`config.mk`:
```
export PLATFORM = sky130hd
export DESIGN_NAME = register_writeback_8088
export DESIGN_NICKNAME = d
export VERILOG_FILES = /design/src/rtl/register_writeback_8088.sv
export SDC_FILE = /design/constraint.sdc
export NUM_CORES = 1
export LEC_CHECK = 0
export ABC_AREA = 1
export CAP_MARGIN = 10
export CORE_ASPECT_RATIO = 1.4
export CORE_MARGIN = 2
export CORE_UTILIZATION = 30
export CTS_BUF_LIST = sky130_fd_sc_hd__clkbuf_4 sky130_fd_sc_hd__clkbuf_8 sky130_fd_sc_hd__clkbuf_16
export DETAILED_ROUTE_END_ITERATION = 12
export PLACE_DENSITY = 0.59
export SLEW_MARGIN = 20
export SYNTH_ARGS = -nofsm -noshare
export SYNTH_HDL_FRONTEND = slang
export SYNTH_SLANG_ARGS = --single-unit
```
`constraint.sdc`:
```
create_clock -name clk -period 3.3 [get_ports clk]
set_clock_uncertainty 0.2 [all_clocks]
set_input_delay 0.33 -clock clk [delete_from_list [all_inputs] [get_ports clk]]
set_output_delay 0.33 -clock clk [all_outputs]
set_load 0.1 [all_outputs]
```
`src/rtl/register_writeback_8088.sv`:
```
// Register write-back stage for an 8088-style core.
// Results from execution are queued in a 4-entry FIFO and drained one
// register-bank write per cycle. An XCHG result expands into two writes.
// Byte writes map the 8088 reg field onto a word register plus a half select.
module register_writeback_8088 (
  input  logic        clk,
  input  logic        reset,
  input  logic        flush,
  input  logic        in_valid,
  output logic        in_ready,
  input  logic        in_w,
  input  logic [2:0]  in_dest,
  input  logic [15:0] in_data,
  input  logic        in_xchg,
  input  logic [2:0]  in_dest2,
  input  logic [15:0] in_data2,
  output logic        en_write,
  output logic [2:0]  reg_write,
  output logic [15:0] write_data,
  output logic        size,
  output logic        select_high_low,
  output logic [2:0]  count,
  output logic        busy
);

  typedef enum logic [1:0] {IDLE, WR1, WR2} state_t;

  typedef struct packed {
    logic        w;
    logic [2:0]  dest;
    logic [15:0] data;
    logic        xchg;
    logic [2:0]  dest2;
    logic [15:0] data2;
  } entry_t;

  entry_t      fifo_q [4];
  logic [1:0]  rdPtr_q;
  logic [1:0]  wrPtr_q;
  logic [2:0]  count_q;
  state_t      state_q;
  state_t      state_d;

  entry_t      headEntry;
  entry_t      nextEntry;
  logic        push;
  logic        pop;

  logic        issue_d;
  logic        issueW_d;
  logic [2:0]  issueDest_d;
  logic [15:0] issueData_d;

  // The entry behind the head becomes the new head when the current one pops.
  assign headEntry = fifo_q[rdPtr_q];
  assign nextEntry = fifo_q[rdPtr_q + 2'd1];

  // Readiness looks only at the stored count so a full queue stays closed while draining.
  assign in_ready = reset || (count_q < 3'd4);
  assign push     = in_valid && in_ready && !flush && !reset;
  assign pop      = ((state_q == WR1) && !headEntry.xchg) || (state_q == WR2);

  assign count    = count_q;
  assign busy     = (count_q != 3'd0) || (state_q != IDLE);

  // FIFO storage and pointers; reset and flush both discard every queued entry.
  always_ff @(posedge clk) begin
    if (reset || flush) begin
      rdPtr_q <= 2'd0;
      wrPtr_q <= 2'd0;
      count_q <= 3'd0;
    end else begin
      if (push) begin
        fifo_q[wrPtr_q] <= '{w: in_w, dest: in_dest, data: in_data,
                              xchg: in_xchg, dest2: in_dest2, data2: in_data2};
        wrPtr_q <= wrPtr_q + 2'd1;
      end
      if (pop) begin
        rdPtr_q <= rdPtr_q + 2'd1;
      end
      count_q <= count_q + {2'b00, push} - {2'b00, pop};
    end
  end

  // Choose the next state and which write (if any) goes out on the next cycle.
  always_comb begin
    state_d     = IDLE;
    issue_d     = 1'b0;
    issueW_d    = headEntry.w;
    issueDest_d = headEntry.dest;
    issueData_d = headEntry.data;
    case (state_q)
      IDLE: begin
        if (count_q != 3'd0) begin
          state_d = WR1;
          issue_d = 1'b1;
        end
      end
      WR1: begin
        if (headEntry.xchg) begin
          state_d     = WR2;
          issue_d     = 1'b1;
          issueDest_d = headEntry.dest2;
          issueData_d = headEntry.data2;
        end else if (count_q >= 3'd2) begin
          state_d     = WR1;
          issue_d     = 1'b1;
          issueW_d    = nextEntry.w;
          issueDest_d = nextEntry.dest;
          issueData_d = nextEntry.data;
        end
      end
      WR2: begin
        if (count_q >= 3'd2) begin
          state_d     = WR1;
          issue_d     = 1'b1;
          issueW_d    = nextEntry.w;
          issueDest_d = nextEntry.dest;
          issueData_d = nextEntry.data;
        end
      end
      default: state_d = IDLE;
    endcase
  end

  // Sequencer state and registered write port; write fields hold between strobes.
  always_ff @(posedge clk) begin
    if (reset) begin
      state_q         <= IDLE;
      en_write        <= 1'b0;
      reg_write       <= 3'd0;
      write_data      <= 16'h0000;
      size            <= 1'b1;
      select_high_low <= 1'b0;
    end else if (flush) begin
      state_q  <= IDLE;
      en_write <= 1'b0;
    end else begin
      state_q  <= state_d;
      en_write <= issue_d;
      if (issue_d) begin
        size <= issueW_d;
        if (issueW_d) begin
          reg_write       <= issueDest_d;
          write_data      <= issueData_d;
          select_high_low <= 1'b0;
        end else begin
          reg_write       <= {1'b0, issueDest_d[1:0]};
          write_data      <= {8'h00, issueData_d[7:0]};
          select_high_low <= issueDest_d[2];
        end
      end
    end
  end

endmodule

```
==> summary by stage, run 1 <==
Logic synthesis
The complex-gate fraction of the synthesized area is 12.9%. The most area-hungry cell type in the Yosys netlist is edfxtp_1. The synthesized flop and latch total is 193.

The share of the synthesized netlist area taken by xor and xnor gates is 0.102%. Counting instances in the post-synthesis netlist gives the leading cell types as nand2_1, edfxtp_1, a21oi_1. After Yosys synthesis, full adders, half adders and majority gates account for 1.99% of the synthesized area.

The most common cell in the synthesized netlist is nand2_1. The sequential share of the synthesized area is 63.8%. The mean post-synth cell area is 10.0 um2.

By area, the combinational part of the netlist is dominated by simple AND/OR/NAND/NOR gates. The post-synthesis instance total is 853. The total nets after synthesis is 910.

The proportion of synthesized flip-flops having asynchronous set or reset is 0%. The area fraction of the dominant cell type after synthesis is 56.1%. The netlist area before placement is 8560 um2. The multiplexer fraction of the synthesized cell area is 0%. The unique cell type count in the Yosys netlist is 33. The simple-gate area share of the yosys netlist is 15.9%. In the synthesized netlist the dominant register cell turns out to be edfxtp_1. Ranked by total cell area, the synthesized netlist is headed by edfxtp_1, nand2_1, dfxtp_1, a21oi_1, o21ai_0. For this run, the number of Yosys warnings is 0. The count of flip-flops with a built-in enable after synthesis is 160.

STA
The final-layout setup total negative slack is 0 ns. The final hold slack is 0.272 ns. Setup violations remaining at the end of the flow were counted as 0. Counting I/O delays and the setup requirement, the final critical path takes 2.57 ns. In the post-route analysis, the smallest setup slack over all paths is 0.732 ns. In the finished design, the share of the clock period the worst path needs comes to 77.8%.

The number of failing hold endpoints at the final stage came to 0. Based on the critical path, the design can be clocked at up to 389 MHz. The final-report max-slew violation count came to 0. Setup repair after global routing left no endpoint under its margin. The worst relative slew slack is 34.7%. At the pin with the least slew margin, the transition time is 0.977 ns.

Clock tree
In this run, post-CTS repair resized a total of 0 instances. The clock latency on the worst-skew pair is 0.44 ns. The tree is rooted in a clkbuf_16.

The CTS clock-pin slew for the worst setup and hold paths is 0.07 ns. The H-tree was split into 4 levels. Clock tree synthesis inserted a total of 17 buffers. The number of buffers inserted to repair setup after CTS is 0.

The count of clock tree sinks is 193. TritonCTS built the clock tree. The clock passes through at most 2 buffers. The hold buffer count at cts is 0.

Placement
The number of instances in the placed design is 1274. The post-place setup slack is 0.586 ns. Buffers placed on the I/O ports in this run total 70.

Summed over all nets, the half-perimeter wirelength after detailed placement is 13900 um. The congestion estimate from routability-driven global placement came to 0.833.

Drt
The DRC violation count after routing is 0. The number of vias per cell is 4.76. The total via count after detailed routing is 6221.

The first routing iteration left 420 violations. The remaining number of nets flagged by the antenna check after routing is 0. The average routed wire per standard cell is 17.0 um.

The first detailed-routing pass ran for 4 iterations. The total routed wirelength is 22100 um.

Floorplan
For this configuration, the core starts out at a cell density of 30.3%. The initialized floorplan defines 73 standard-cell rows. The die covers 29900 um2. The core region is 28200 um2. The die outline width is 147 um.

During I/O placement, the number of pins put on the boundary was 71. The height of the die is 204 um.

Worst setup path
Walking the worst path, the cells encountered are inv_1 -> ha_1 -> nand2_1 -> nand2_1 -> nand2_1 -> nand2_1 -> inv_1 -> nand2_1 -> nand2_2 -> inv_2 -> nor2_1 -> nor2_1 -> and3_1. For this run, the slowest stage of the critical path takes 0.35 ns. The kind of start point of the critical path is a flop. Data on the critical path arrives at its endpoint at 2.71 ns.

The launch instance of the worst register-to-register path is count[2]. The kind of cell adding the most delay to the critical path is simple AND/OR/NAND/NOR gates. The most numerous cell on the critical path is nand2_1.

Among all stages on the critical path, the largest delay is contributed by dfxtp_1. In this run the register-to-register setup slack is 0.73 ns. The endpoint of the worst register-to-register path is select_high_low. The logic depth of the worst register-to-register path is 13. Along the worst path, the maximum fanout reaches 13. The combined buffer and inverter count along the critical path is 3.

The data required time at the worst endpoint is 3.44 ns. The worst setup path is captured at a flop. The worst setup path is of the reg2reg kind.

Status
The flow ran to the end, and the final reports show no timing, DRC or antenna violations.

Run
Across the run, the number of max-cap violations was 0.

Min path
The worst hold path begins at write_data[11]. The end of the worst hold path is write_data[11]. Along the worst hold path, the cell count comes to 2. The class of the most critical hold timing path is reg2reg.

Pwr
The reported leakage power is 3.85 nW. Dividing total power by cell area gives a power density of 488 nW/um2. IR analysis of the VDD net gives a maximum drop of 373 uV.

Global routing
The total overflow left after global routing is 0. The via count of the first global-routing pass is 6506. The initial antenna violation count was 0. Entering global routing, the biggest net connects 62 pins.

The first global-routing pass estimated 34500 um of wire. Global routing used 15.1% of the available tracks.

Layout
The net count of the finished layout is 975. The finished layout holds 1306 standard cells, fillers aside. The synthesis-to-finish area growth is 20.1%. In the final layout, the share of cells above drive strength 1 is 10.2%. The number of antenna diodes in the final layout is 0.
-- placed cells by master (no fill, tap or decap), types with 4 or more instances in the layout --
master and count:
o22ai_1 7, nand3_2 5, clkbuf_16 17, inv_6 5, edfxtp_1 160, inv_2 5
buf_4 35, nand2_1 232, nand3_1 20, ha_1 12, a21oi_1 101, o21ai_0 74
a22oi_1 8, a31oi_1 5, nor2_1 67, buf_12 5, o21ai_1 11, nor2_4 4
inv_1 50, clkinvlp_4 5, clkdlybuf4s50_1 49, dfxtp_1 32
-- cell families (layout without fill, tap and decap cells) --
logic type / count (synthesis) / count (layout)
AND/OR/NAND/NOR: 337 / 337
AO/OA/AOI/OAI: 210 / 210
XOR/XNOR: 1 / 1
buffers and inverters: 99 / 177
adder cells (fa/ha/maj): 13 / 13
flip-flops: 193 / 193
-- flip-flops by register name, indices dropped and copies added, names as in the netlist, named ones only --
name	cells
wrPtr_q	2
count	3
state_q	2
fifo_q	160
size	1
select_high_low	1
write_data	16
reg_write	3
rdPtr_q	2
en_write	1
-- routing by layer --
metal  vias to the layer above  track usage, %  wire length [um]
met4                         0            7.94               721
met1                      2977            16.3              8650
met2                       152            28.0             11800
li1                       3042               -                 -
met3                        50            2.90              1010
met5                         -               0                 0
-- through the flow --
| step | total power [mW] | utilization, % | area [um2] |
|---|---|---|---|
| global placement | 2.98 | 34.3 | 9680 |
| global route | 5.15 | 36.4 | 10300 |
| detailed placement | 2.98 | 34.3 | 9680 |
| CTS | 5.05 | 36.4 | 10300 |
| finish | 5.01 | 36.4 | 10300 |
| floorplan | 2.85 | - | 8560 |
-- power by group --
group / switching (mW) / total [mW] / leakage [nW] / internal (mW)
logic: 0.162 / 0.250 / 1.86 / 0.0881
registers: 0.0118 / 2.67 / 1.71 / 2.66
clock network: 0.952 / 2.09 / 0.277 / 1.14
total: 1.13 / 5.01 / 3.85 / 3.89
-- how the worst max path moves through the flow --
stage / startpoint / to / depth (start not counted)
after global placement: reset / count[2] / 9
after detailed placement: reset / count[2] / 9
after global routing: count[2] / select_high_low / 13
after floorplan: count[2] / fifo_q[0][0] / 5
final: count[2] / select_high_low / 13
after CTS: count[2] / select_high_low / 13
-- final cells by class --
class | count | area (um2)
Clock buffer | 17 | 425
Clock inverter | 15 | 173
Fill cell | 2745 | 17900
Inverter | 56 | 210
Multi-Input combinational cell | 561 | 2680
Sequential cell | 193 | 5470
Tap cell | 375 | 469
Timing Repair Buffer | 89 | 853
-- worst min-delay path: cells and delay by family (launching register included) --
family,cells,cell delay (ns)
compound gates,1,0.06
simple gates,1,0.06
flops,1,0.31
Note: power is estimated with default switching activity, not from simulation.
==> inputs of run 2 (changes only) <==
--- a/config.mk
+++ b/config.mk
@@ -12,7 +12,7 @@
 export CORE_UTILIZATION = 30
 export CTS_BUF_LIST = sky130_fd_sc_hd__clkbuf_4 sky130_fd_sc_hd__clkbuf_8 sky130_fd_sc_hd__clkbuf_16
 export DETAILED_ROUTE_END_ITERATION = 12
-export PLACE_DENSITY = 0.59
+export PLACE_DENSITY = 0.58
 export SLEW_MARGIN = 20
 export SYNTH_ARGS = -nofsm -noshare
 export SYNTH_HDL_FRONTEND = slang
==> constraint.sdc (replaced) <==
create_clock -name clk -period 2.6 [get_ports clk]
set_clock_uncertainty 0.2 [all_clocks]
set_input_delay 0.26 -clock clk [delete_from_list [all_inputs] [get_ports clk]]
set_output_delay 0.26 -clock clk [all_outputs]
set_load 0.1 [all_outputs]
==> run 2 against run 1 <==
  * Utilization is 0.080 points higher
  * Final cell count is 0.69% higher
  * Clock power is 17% higher
  * Sequential cell count stayed put
  * Combinational power is 28% higher
  * Global-route usage is 0.39 points lower
  * Critical path depth is 3 lower
  * Total power is 23% higher
  * Register-to-register slack worse by 0.38 ns
  * Hold slack worse by 0.0090 ns
  * Worst setup slack worse by 0.38 ns
  * Die area stayed put
==> summary by stage, run 2 (synthesis gave the netlist of run 1 again) <==
Layout
The share of cells above drive strength 1 is 11.9%. After the flow finishes, the layout carries non-filler instances totaling 1315. Leaving out fill and tap cells, the most frequent cell in the layout is nand2_1. The net count of the finished layout is 984.

The largest registers in the layout are fifo_q (160), write_data (16). The utilization after layout is 36.5%. In the final layout, flip-flops and latches occupy 5470 um2. Fill cells in the final layout number 2776. Counting flops per register, the top entry is fifo_q. From synthesis to final layout, the design area changed by 20.3%. In the layout the commonest cells are nand2_1, edfxtp_1, a21oi_1.

The register with the most flip-flops in the layout has 160 of them. The area of the multi-input gates is 2680 um2. 0 antenna diodes ended up in the layout.

Clock tree
The clock tree synthesis step divided the H-tree into 4 levels. For the worst-skew pair, the clock arrives at the later sink with an insertion delay of 0.43 ns. Hold repair after CTS inserted 0 buffers. The post-cts repair resize count is 0. The count of clock tree sinks is 193. The tree is rooted in a clkbuf_16. The CTS clock-pin slew for the worst setup and hold paths is 0.08 ns.

The buffer levels on the longest clock path is 2. The number of buffers inserted to repair setup after CTS is 0. TritonCTS created 17 clock buffers.

TritonCTS built the clock tree.

Pwr
The areal power density over the cells is 599 nW/um2. The clock network accounts for 39.8% of the total power. For this design the total switching power over the nets is 1.43 mW. The relative contribution of sequential cells to total power is 55.0%. The part of the total power dissipated in combinational logic is 5.2%. Across the VDD grid, the largest voltage drop is 436 uV. In this run switching power makes up 23.1% of total power. For this design the static power due to leakage is 3.89 nW. The internal power contribution is 4.74 mW.

Drt
The final layout contains routed wiring with a total length of 22100 um. Dividing the detail-routed wire length by the instance count gives 16.8 um. The total via count after detailed routing is 6274.

The violation count after the first detailed-routing iteration is 632. The DRC violation count after routing is 0. In this run the remaining antenna-violating nets after routing total 0. The first-pass iteration count of the detailed router is 5. The number of vias per cell is 4.77.

STA
The maximum clock frequency is 445 MHz. The worst relative slew slack is 64.7%. For the pin with the worst max-slew slack, the measured transition is 0.529 ns. The final-report max-slew violation count is 0.

The tightest hold path in the finished design has a slack of 0.263 ns. The routed design could run at a clock period as short as 2.25 ns. Setup repair after global routing left no endpoint under its margin. The total of endpoints with negative setup slack in the final report is 0. The final setup slack of the worst path is 0.354 ns. The number of failing hold endpoints at the final stage is 0. Of the available clock period, the critical path in the final layout requires 86.4%.

Placement
The weighted congestion reported at the end of routability-driven placement is 0.822. Prior to clock tree synthesis, the placed netlist has a worst setup slack of 0.244 ns. The wire-length estimate of the detail-placed layout is 14200 um. The number of input and output port buffers inserted is 70. In this run, placement finished with an instance count of 1283.

Run
Across the run, the number of max-cap violations was 0.

Worst setup path
For flop-to-flop paths, the worst setup slack is 0.35 ns. The kind of start point of the critical path is a flop. Of all nets on the critical path, the largest fanout is 5.

The kind of cell with the highest combined delay along the critical path is adder cells. STA classifies the critical path endpoint as a flop. STA puts the critical path data arrival time at 2.38 ns. The launch instance of the worst register-to-register path is state_q[1]. Data on the critical path is required at its endpoint by 2.73 ns.

The critical path contains buffers and inverters numbering 2 combined. The logic depth of the worst register-to-register path is 10. Tracing the worst setup path back leads to its startpoint at state_q[1].

The category of the critical setup timing path is reg2reg. The most numerous cell type found on the critical path is ha_1. The critical-path cell with the highest stage delay is fa_1. Traced cell by cell, the critical path runs through inv_1 -> ha_1 -> nand2_1 -> nand2_4 -> ha_1 -> inv_1 -> ha_1 -> fa_1 -> xor2_1 -> nor2_1.

The endpoint of the worst register-to-register path is count[2]. The largest stage delay on the critical path is 0.38 ns.

Min path
Counting instances, the worst hold path has a depth of 1. The end of the worst hold path is fifo_q[2][17]. In this run the most critical hold path is launched from in_dest2[1].

The class of the most critical hold timing path is in2reg.

Global routing
The via count of the first global-routing pass is 6132. The pin count of the biggest net entering global routing is 45. The total overflow left after global routing is 0.

The first global-routing pass estimated 33700 um of wire. The initial antenna violation count came to 0. In the global route stage, overall resource usage came out at 14.8%.

Floorplan
The floorplan step defined a core boundary enclosing 28200 um2. Measured along the x axis, the die boundary spans 147 um. Measured along the y axis, the die boundary spans 204 um. The number of core rows is 73. During I/O placement, the number of pins put on the boundary was 71.

For this configuration, the core starts out at a cell density of 30.3%. The die covers 29900 um2.

Status
The run finished with clean final reports.
## run 2: cell types whose count changed in the layout (fill, tap and decap cells not counted)
cell / before / now
buf_12: 5 / 6
buf_4: 35 / 49
bufinv_16: 2 / 0
clkdlybuf4s50_1: 49 / 43
clkinv_2: 0 / 1
clkinv_4: 1 / 5
clkinvlp_4: 5 / 4
dfxtp_1: 32 / 30
dfxtp_2: 1 / 3
inv_6: 5 / 3
## run 2: worst register-to-register path: stages, from the launching register on
cell and delay, ns:
dfxtp_1 0.36, inv_1 0.07, ha_1 0.24, nand2_1 0.13
nand2_4 0.09, ha_1 0.28, inv_1 0.04, ha_1 0.18
fa_1 0.38, xor2_1 0.14, nor2_1 0.05
## run 2: area by class of cell
type	instances	share of cell area, %
Sequential cell	193	53.1
Multi-Input combinational cell	561	26.0
Timing Repair Buffer	98	8.92
Tap cell	375	4.56
Clock buffer	17	4.13
Inverter	56	2.04
Clock inverter	15	1.24
## run 2: metrics by stage
stage | cell area [um2] | TNS (ns) | power (mW)
2_1_floorplan | 8570 | -10.93 | 3.62
3_5_place_dp | 9750 | 0 | 3.79
5_1_grt | 10300 | 0 | 6.35
3_3_place_gp | 9750 | 0 | 3.78
6_report | 10300 | 0 | 6.17
4_1_cts | 10300 | 0 | 6.22
## run 2: power by group through the flow
stage / sequential, mW / clock, mW / combinational [mW]
floorplan: 3.52 / 0 / 0.103
global placement: 3.46 / 0 / 0.320
detailed placement: 3.46 / 0 / 0.322
CTS: 3.39 / 2.50 / 0.323
global route: 3.40 / 2.61 / 0.346
finish: 3.39 / 2.45 / 0.321
## run 2: worst max-delay path by stage
| stage | endpoint | slack (ns) | cells past startpoint |
|---|---|---|---|
| after floorplan | fifo_q[0][0] | -0.07 | 5 |
| after global placement | count[1] | 0.29 | 9 |
| after detailed placement | count[2] | 0.24 | 10 |
| after CTS | count[2] | 0.34 | 10 |
| after global routing | write_data[15] | 0.14 | 13 |
| final | count[2] | 0.35 | 10 |
## run 2: per-layer routing
metal,vias up,share of wire [%],track usage (%)
met5,-,0,0
met4,0,2.2,5.93
met3,31,4.1,2.30
met2,192,53,27.5
met1,2990,41,16.8
li1,3061,-,-
